[config.mk]
export PLATFORM = sky130hd
export DESIGN_NAME = task_op_dispatcher
export DESIGN_NICKNAME = d
export VERILOG_FILES = /design/src/rtl/task_op_dispatcher.sv
export SDC_FILE = /design/constraint.sdc
export NUM_CORES = 1
export LEC_CHECK = 0
export CORE_ASPECT_RATIO = 1.5
export CORE_UTILIZATION = 55
export CTS_BUF_LIST = sky130_fd_sc_hd__clkbuf_16
export CTS_CLUSTER_DIAMETER = 60
export CTS_CLUSTER_SIZE = 25
export DETAILED_ROUTE_END_ITERATION = 8
export GPL_TIMING_DRIVEN = 0
export PLACE_DENSITY = 0.8
export SKIP_CTS_REPAIR_TIMING = 1
export SLEW_MARGIN = 40
export SYNTH_ARGS = -nofsm -noshare
export SYNTH_HDL_FRONTEND = slang
export SYNTH_SLANG_ARGS = --single-unit
[constraint.sdc]
create_clock -name CLK -period 2.9 [get_ports CLK]
set_input_delay 0.29 -clock CLK [delete_from_list [all_inputs] [get_ports CLK]]
set_output_delay 0.29 -clock CLK [all_outputs]
set_load 0.005 [all_outputs]
[src/rtl/task_op_dispatcher.sv]
// Issuing end of the per-task op bus: queues host commands in a FIFO, serialises them as 16-bit
// op words, and interleaves slice-driven Execute/Finish pairs for the sorter's winning task.
module task_op_dispatcher #(
  parameter int FIFO_DEPTH   = 4,
  parameter int HOLD_CYCLES  = 1,
  parameter int SLICE_CYCLES = 10000,
  parameter int RUN_CYCLES   = 16
) (
  input  logic        CLK,
  input  logic        RST_N,
  input  logic        cmd_valid,
  output logic        cmd_ready,
  input  logic [3:0]  cmd_id,
  input  logic [3:0]  cmd_code,
  input  logic [3:0]  cmd_arg,
  input  logic        sched_en,
  input  logic        winner_valid,
  input  logic [3:0]  winner_id,
  output logic [15:0] out_op,
  output logic        busy,
  output logic [3:0]  cur_task,
  output logic        cmd_err
);

  typedef struct packed {
    logic [3:0] id;
    logic [3:0] code;
    logic [3:0] arg;
  } cmd_t;

  typedef enum logic [2:0] {S_IDLE, S_HOST, S_EXEC, S_RUN, S_FIN, S_GAP} state_e;

  localparam logic [3:0] OP_EXECUTE = 4'b0111;
  localparam logic [3:0] OP_FINISH  = 4'b1111;
  localparam int PTR_W   = $clog2(FIFO_DEPTH);
  localparam int CNT_FW  = PTR_W + 1;
  localparam int TMR_MAX = (HOLD_CYCLES > RUN_CYCLES) ? HOLD_CYCLES : RUN_CYCLES;
  localparam int TMR_W   = $clog2(TMR_MAX + 1);
  localparam int SLC_W   = $clog2(SLICE_CYCLES);

  function automatic logic is_legal(input logic [3:0] code);
    case (code)
      4'b0001, 4'b0010, 4'b0011, 4'b0100, 4'b0101, 4'b0110, 4'b1100: is_legal = 1'b1;
      default:                                                         is_legal = 1'b0;
    endcase
  endfunction

  cmd_t              fifo_mem [FIFO_DEPTH];
  logic [PTR_W-1:0]  wr_ptr, rd_ptr;
  logic [CNT_FW-1:0] fifo_cnt;
  logic              full, empty, accept, push, pop, take;
  logic [SLC_W-1:0]  slice_cnt;
  logic              slice_wrap, slice_pend;
  state_e            state, state_d;
  logic [TMR_W-1:0]  tmr;
  logic              hold_done, run_done;
  logic [15:0]       out_op_d;

  assign full      = (fifo_cnt == CNT_FW'(FIFO_DEPTH));
  assign empty     = (fifo_cnt == '0);
  assign cmd_ready = RST_N && !full;
  assign accept    = cmd_valid && cmd_ready;
  assign push      = accept && is_legal(cmd_code);

  // Slice-driven Execute wins the IDLE decision over queued host commands.
  assign take = (state == S_IDLE) && slice_pend && sched_en && winner_valid;
  assign pop  = (state == S_IDLE) && !take && !empty;

  // NOTE: sequential state uses non-blocking assignments so every register samples pre-edge values.
  always_ff @(posedge CLK or negedge RST_N) begin
    if (!RST_N) begin
      wr_ptr   <= '0;
      rd_ptr   <= '0;
      fifo_cnt <= '0;
      cmd_err  <= 1'b0;
    end else begin
      if (push) wr_ptr <= wr_ptr + 1'b1;
      if (pop)  rd_ptr <= rd_ptr + 1'b1;
      if (push && !pop)      fifo_cnt <= fifo_cnt + 1'b1;
      else if (pop && !push) fifo_cnt <= fifo_cnt - 1'b1;
      if (accept && !is_legal(cmd_code)) cmd_err <= 1'b1;
    end
  end

  // NOTE: FIFO storage has no reset; fifo_cnt alone decides which entries are valid.
  always_ff @(posedge CLK) begin
    if (push) fifo_mem[wr_ptr] <= '{id: cmd_id, code: cmd_code, arg: cmd_arg};
  end

  assign slice_wrap = (slice_cnt == SLC_W'(SLICE_CYCLES - 1));

  always_ff @(posedge CLK or negedge RST_N) begin
    if (!RST_N) begin
      slice_cnt  <= '0;
      slice_pend <= 1'b0;
    end else begin
      slice_cnt <= slice_wrap ? '0 : slice_cnt + 1'b1;
      if (!sched_en || take)  slice_pend <= 1'b0;
      else if (slice_wrap)    slice_pend <= 1'b1;
    end
  end

  assign hold_done = (tmr == TMR_W'(HOLD_CYCLES - 1));
  assign run_done  = (tmr == TMR_W'(RUN_CYCLES - 1));

  always_ff @(posedge CLK or negedge RST_N) begin
    if (!RST_N) begin
      state <= S_IDLE;
      tmr   <= '0;
    end else begin
      state <= state_d;
      tmr   <= (state_d != state) ? '0 : tmr + 1'b1;
    end
  end

  always_comb begin
    // NOTE: state_d defaults to state so no path leaves it unassigned and no latch is inferred.
    state_d = state;
    unique case (state)
      S_IDLE: if (take) state_d = S_EXEC;
              else if (pop) state_d = S_HOST;
      S_HOST: if (hold_done) state_d = S_GAP;
      S_EXEC: if (hold_done) state_d = S_RUN;
      S_RUN:  if (run_done)  state_d = S_FIN;
      S_FIN:  if (hold_done) state_d = S_GAP;
      S_GAP:  state_d = S_IDLE;
      default: state_d = S_IDLE;
    endcase
  end

  // out_op is registered, so the word is chosen from the state being entered.
  always_comb begin
    out_op_d = '0;
    unique case (state_d)
      S_HOST:  out_op_d = (state == S_HOST) ? out_op : {4'h0, fifo_mem[rd_ptr]};
      S_EXEC:  out_op_d = {4'h0, (state == S_IDLE) ? winner_id : cur_task, OP_EXECUTE, 4'h0};
      S_FIN:   out_op_d = {4'h0, cur_task, OP_FINISH, 4'h0};
      default: out_op_d = '0;
    endcase
  end

  always_ff @(posedge CLK or negedge RST_N) begin
    if (!RST_N) begin
      out_op   <= '0;
      cur_task <= '0;
    end else begin
      out_op <= out_op_d;
      if (take) cur_task <= winner_id;
    end
  end

  assign busy = (state != S_IDLE);

endmodule
# Word level (Yosys, flattened, before mapping)
# Memory sizes are Yosys's and may differ from the RTL's.
# Index checks and enable logic that the tools add are counted.
# W data, S select, Z words.
# op_classes
add_sub_neg	6
n_mul	0
div_mod_pow	0
order_cmp	0
eq_ne	19
shift	0
n_mux	18
bitwise	0
n_reduce_logical	27
# ops
op	n
$pmux W16 S3	1
$mux W3	7
$mux W16	1
$add A14 B1 Y14 const B	1
$eq A14 B14 Y1 const B	1
$mux W14	1
$eq A4 B3 Y1 const B	3
$pmux W3 S4	1
$logic_and A1 B1 Y1	11
$eq A3 B2 Y1 const B	3
$eq A3 B3 Y1 const B	3
$eq A4 B2 Y1 const B	2
$logic_not A1 Y1	7
$reduce_or A7 Y1	1
$eq A3 B1 Y1 const B	2
$logic_not A3 Y1	2
$add A5 B1 Y5 const B	1
$eq A5 B4 Y1 const B	1
$logic_not A5 Y1	1
$mux W1	5
$mux W5	1
$add A2 B1 Y2 const B	2
$eq A4 B1 Y1 const B	1
$eq A4 B4 Y1 const B	1
other kinds (9)	10
# word_totals
register_bits	51
latchBits	0
mem_bits_rw	48
rom_bits	0
inputBits	21
out_inout_bits	23
wordCells	81
memories	1
# mem_list
memory	words	width	read_ports	rd_ports_with_merged_regs	write_ports	line	rtl
fifo_mem	4	12	1	0	1	48	cmd_t fifo_mem [FIFO_DEPTH];

# Logic depth before layout (Yosys ltp)
# logic_depth
depth_word	12
mapped_depth	11
depth_no_buf	10

# Worst setup path after synthesis
# No wires, ideal clock.
# synth_path
kind	reg-to-reg
start	register state[2]
end	register fifo_cnt[1]
setup_time_ns	0.125
arrival_time_ns	2.459
required_time_ns	2.775
path_slack_ns	0.316
path_stages_with_launch	10
n_path_buf	2
period_less_slack_ns	2.584
path_cell_list	dfrtp_1 -> buf_4 -> or3_1 -> clkbuf_1 -> nor3_1 -> inv_1 -> ha_1 -> inv_1 -> fa_1 -> mux2_2
# synth_via
elab_chain_len	10
word_cells_on_any_way	12
classes_between	mux: 1; reduce/logical: 11
# synth_rtl
item	line	rtl
start, declared	54	state_e state, state_d;
start signal, assigned	111	state <= state_d;
$logic_not A3 Y1 *	66, 67	
$logic_and A1 B1 Y1 (3 in series)	66	assign take = (state == S_IDLE) && slice_pend && sched_en && winner_valid;
$logic_not A1 Y1	67	assign pop = (state == S_IDLE) && !take && !empty;
$logic_and A1 B1 Y1 * (2 in series)	67	
$logic_not A1 Y1	79	if (push && !pop) fifo_cnt <= fifo_cnt + 1'b1;
$logic_and A1 B1 Y1	79	
$mux W3 / $reduce_bool A2 Y1 (equally long branches)	n/a	
end signal, assigned	79	
end signal, assigned	80	else if (pop && !push) fifo_cnt <= fifo_cnt - 1'b1;
end, declared	50	logic [CNT_FW-1:0] fifo_cnt;
# Every way passes the cells marked *; elsewhere a longest branch is shown, timed or not.
# A chain may end at the register's enable or synchronous reset.

# Worst setup path after layout
# layout_path
start	register state[0]
end	register fifo_cnt[1]
# The elaborated chain is that of the path after synthesis.

==> summary by stage <==
Run status
The run finished with clean final reports.

Route
The average routed wire per standard cell is 16.85 um. The DRC violations left is 0. The routed layout has 2480 vias.

After detailed routing, the number of vias per cell comes to 5.511. For this run, the detailed router's first-pass iteration total came to 6. The first routing iteration left around 220 violations. Wires add up to 7584 um. The count of nets left with antenna violations once routing finished came out at 0.

Worst setup path
The capturing element type of the critical path is a register. Traced cell by cell, the critical path runs through or3_1, clkbuf_1, nor3_2, inv_1, ha_1, inv_1, fa_1, mux2_2. Among all stages on the critical path, the largest delay is contributed by sky130_fd_sc_hd__nor3_2. For the worst setup path, the data required time is 3.12 ns. The total stage count of the critical path is 8. The capture instance of the worst register-to-register path is fifo_cnt[1].

At the worst endpoint, the arrival time is 2.93 ns. The cell seen most often among critical-path stages is sky130_fd_sc_hd__inv_1. The kind of cell with the highest combined delay along the critical path is simple AND/OR/NAND/NOR gates.

On the worst path, the slowest cell contributes a delay of 0.51 ns. The depth of the worst register-to-register path is 8. The startpoint identified for the worst register-to-register timing path is state[0]. The category of the most critical setup path is reg2reg. The sum of buffers and inverters on the critical path is 3. STA classifies the critical path startpoint as a register. The largest fanout on the critical path is 8. The slack of the worst reg-to-reg path is 0.19 ns.

GRT
In the global route stage, overall resource usage came out at 0.2152. The number of antenna violations at the first check in global routing was 0. The first-pass GRT wire length is around 12000 um. The via count of the first global-routing pass is 2576. The sum of overflow across all layers after global routing is 0. The maximum number of pins on one net before global-route repair is 33.

Power
Power spread over the standard cell area amounts to 785.0 nW/um^2. The total design power is 3844 uW. VDD sags by at most roughly 580 uV.

Summed over all cells, the static leakage comes to approximately 0.0019 uW.

Placed design
Buffers placed on the I/O ports in this run total 39. Once detailed placement completed, the half-perimeter wirelength came to 5395 um. In this run the cell area measured after placement is between 4000 and 5000 sq um. Routability-driven placement finished with a final weighted congestion of 0.8302.

Floorplanning
The number of ports placed on the die boundary is 44. The overall die area is a little under 8000 sq um. The die is 107.3 um tall.

The starting utilization of the core area is 0.5661. The total area inside the core boundary comes to 7179 sq um. The cell row count is 38. Measured along the x axis, the die boundary spans 72.19 um.

Synth
The synthesized instance count is 289. The sequential fraction of the synthesis area is 0.6441. The synthesized area is 4064 sq um.

In this run, distinct cell masters in the synthesized netlist total between 40 and 50. The synthesized-area fraction occupied by ao, oa, aoi and oai cells is 0.05542. The share of synthesized area spent on multiplexers is 0.09052. Of the total synthesized cell area, the portion taken by full adders, half adders and majority gates is 0.03264. The flip-flop and latch count after synthesis is 95.

Among all flip-flop cells after synthesis, the most frequent one is sky130_fd_sc_hd__edfxtp_1. Of the total synthesized cell area, the portion taken by AND, OR, NAND and NOR gates is 0.1075. By area, the combinational part of the netlist is dominated by simple AND/OR/NAND/NOR gates.

The async set or reset register ratio after synthesis is 0.4947. The xor and xnor area share after synthesis is 0.04095. The synthesized design contains between 40 and 50 enable-type register cells. Yosys printed 0 warnings. The synthesized area per cell is 14.06 sq um.

Timing
For the final database, setup skew stands at 0.004332 ns. The shortest period the worst path allows is 2.708 ns. At the pin with the least slew margin, the transition time is 0.7309 ns. The final max-slew violation count was 0. After routing, the total negative slack on setup checks comes to 0 ns. The setup violation total in the final timing report is 0. The max-slew headroom at the worst pin is 0.5059. The final count of hold timing violations came to 0. The final clock period utilization by the worst path is 0.9339. The final worst hold slack is 0.4638 ns. The fmax is roughly 0.37 GHz.

Setup repair after global routing left no endpoint under its margin.

Finish
The number of nets at the end of the flow is 376. The library cells used most frequently in the layout, excluding fill and tap cells, are sky130_fd_sc_hd__edfxtp_1 (48), sky130_fd_sc_hd__dfrtp_1 (47), sky130_fd_sc_hd__clkdlybuf4s50_1 (38), sky130_fd_sc_hd__nand2_1 (24), sky130_fd_sc_hd__nor2_1 (21). The post-route cell area is 4897 sq um.

The most common cell after layout, fill and taps aside is sky130_fd_sc_hd__edfxtp_1. In the final layout, the share of cells above drive strength 1 is 0.1343. The repair_antennas step left the layout with diodes totalling 0.

The layout overhead on the synthesized area is 20.50%. Once layout is complete, the utilization of the core stands at 0.6821.

CTS
Counting every sink on the clock net gives 95. No sink is reached through more buffers than the 2 on the longest clock path. The buffer cell driving the clock tree root is sky130_fd_sc_hd__clkbuf_16. The CTS tree is done. The deepest level of the CTS H-tree is 3. The number of buffers created by CTS is 9. After clock tree synthesis, the clock-pin slew on the worst setup and hold paths is roughly 0.060 ns. At the later pin of the worst-skew pair, clock insertion delay measures between 0.3 and 0.4 ns.

Worst hold path
The hold path endpoint is slice_cnt[0]. In this run the most critical hold path is launched from slice_cnt[0]. The path type of the worst min-delay path is reg2reg. The number of cells traversed by the worst hold path is 1.

Run
Max-cap violations in this run came to 0.
[sequential cells by signal, indices dropped and copies added, names as in the netlist]
| register | cells |
|---|---|
| wr_ptr | 2 |
| fifo_mem | 48 |
| tmr | 5 |
| cur_task | 4 |
| slice_cnt | 14 |
| cmd_err | 1 |
| rd_ptr | 2 |
| state | 3 |
| slice_pend | 1 |
| out_op | 12 |
| fifo_cnt | 3 |
[synth_stat cells, types with 2 or more instances]
master | number | area (sq um)
sky130_fd_sc_hd__edfxtp_1 | 48 | 1441
sky130_fd_sc_hd__dfrtp_1 | 47 | 1176
sky130_fd_sc_hd__nand2_1 | 24 | 90.09
sky130_fd_sc_hd__nor2_1 | 21 | 78.83
sky130_fd_sc_hd__mux4_2 | 12 | 270.3
sky130_fd_sc_hd__inv_1 | 11 | 41.29
sky130_fd_sc_hd__xor2_1 | 11 | 96.34
sky130_fd_sc_hd__a21oi_1 | 9 | 45.04
sky130_fd_sc_hd__ha_1 | 9 | 112.6
sky130_fd_sc_hd__xnor2_1 | 8 | 70.07
sky130_fd_sc_hd__nor3_1 | 7 | 35.03
sky130_fd_sc_hd__o21ai_0 | 7 | 35.03
sky130_fd_sc_hd__mux2_2 | 6 | 67.56
sky130_fd_sc_hd__nand3_1 | 6 | 30.03
sky130_fd_sc_hd__and3_1 | 5 | 31.28
sky130_fd_sc_hd__buf_4 | 5 | 37.54
sky130_fd_sc_hd__clkbuf_1 | 5 | 18.77
sky130_fd_sc_hd__and2_1 | 4 | 25.02
sky130_fd_sc_hd__a222oi_1 | 3 | 30.03
sky130_fd_sc_hd__mux2i_1 | 3 | 30.03
sky130_fd_sc_hd__nand2b_1 | 3 | 18.77
sky130_fd_sc_hd__nand4_1 | 3 | 18.77
sky130_fd_sc_hd__nor4b_1 | 3 | 26.28
sky130_fd_sc_hd__or3_1 | 3 | 18.77
sky130_fd_sc_hd__a22oi_1 | 2 | 15.01
sky130_fd_sc_hd__nor4_1 | 2 | 12.51
sky130_fd_sc_hd__o21bai_1 | 2 | 15.01
[area by class of cell]
class | count | area [sq um]
repair buffers | 42 | 427.9
clock buffers | 9 | 225.2
multi-input cells | 174 | 1355
plain buffers | 12 | 72.57
fillers | 503 | 2282
inverters | 11 | 41.29
clock inverters | 7 | 32.53
flip-flops and latches | 95 | 2618
well taps | 100 | 125.1
[worst reg2reg max path: stages, from the launching register on]
cell and delay [ns]:
sky130_fd_sc_hd__dfrtp_1 0.47, sky130_fd_sc_hd__or3_1 0.39, sky130_fd_sc_hd__clkbuf_1 0.17, sky130_fd_sc_hd__nor3_2 0.51
sky130_fd_sc_hd__inv_1 0.10, sky130_fd_sc_hd__ha_1 0.23, sky130_fd_sc_hd__inv_1 0.07, sky130_fd_sc_hd__fa_1 0.40
sky130_fd_sc_hd__mux2_2 0.26
[cells by family after synthesis]
kind of cell               count (synthesis)
buffers and inverters                     23
AOI/OAI and AO/OA                         33
xor gates and xnor gates                  19
and+or+nand+nor                           87
other                                      1
adders and majority gates                 10
muxes                                     21
DFF                                       95
[layer usage]
metal | track usage | wire (um) | vias up
met5 | 0 | 0 | -
met4 | 0.1232 | 181 | 0
met3 | 0.03464 | 211 | 19
met2 | 0.3772 | 4157 | 52
met1 | 0.2449 | 3033 | 1244
li1 | - | - | 1165
[worst max path at each step]
| stage | start | end | slack [ns] |
|---|---|---|---|
| after global placement | RST_N | fifo_cnt[2] | -1.44 |
| after CTS | state[0] | fifo_cnt[1] | 0.20 |
| after detailed placement | cmd_code[2] | fifo_cnt[2] | -0.12 |
| after floorplan | state[2] | fifo_cnt[1] | 0.32 |
| final | state[0] | fifo_cnt[1] | 0.19 |
| after global routing | fifo_cnt[0] | fifo_cnt[2] | 0.06 |
[per-stage QoR]
step / setup slack [ns] / cells
3_5_place_dp: -0.1157 / 432
6_report: 0.1918 / 450
2_1_floorplan: 0.3165 / 292
5_1_grt: 0.05630 / 450
4_1_cts: 0.1966 / 448
3_3_place_gp: -1.442 / 431
[where the power goes]
group / internal (uW) / switching [uW]
sequential: 1580 / 114
combinational: 554 / 564
clock: 564 / 466
(Power assumes the default switching activity.)
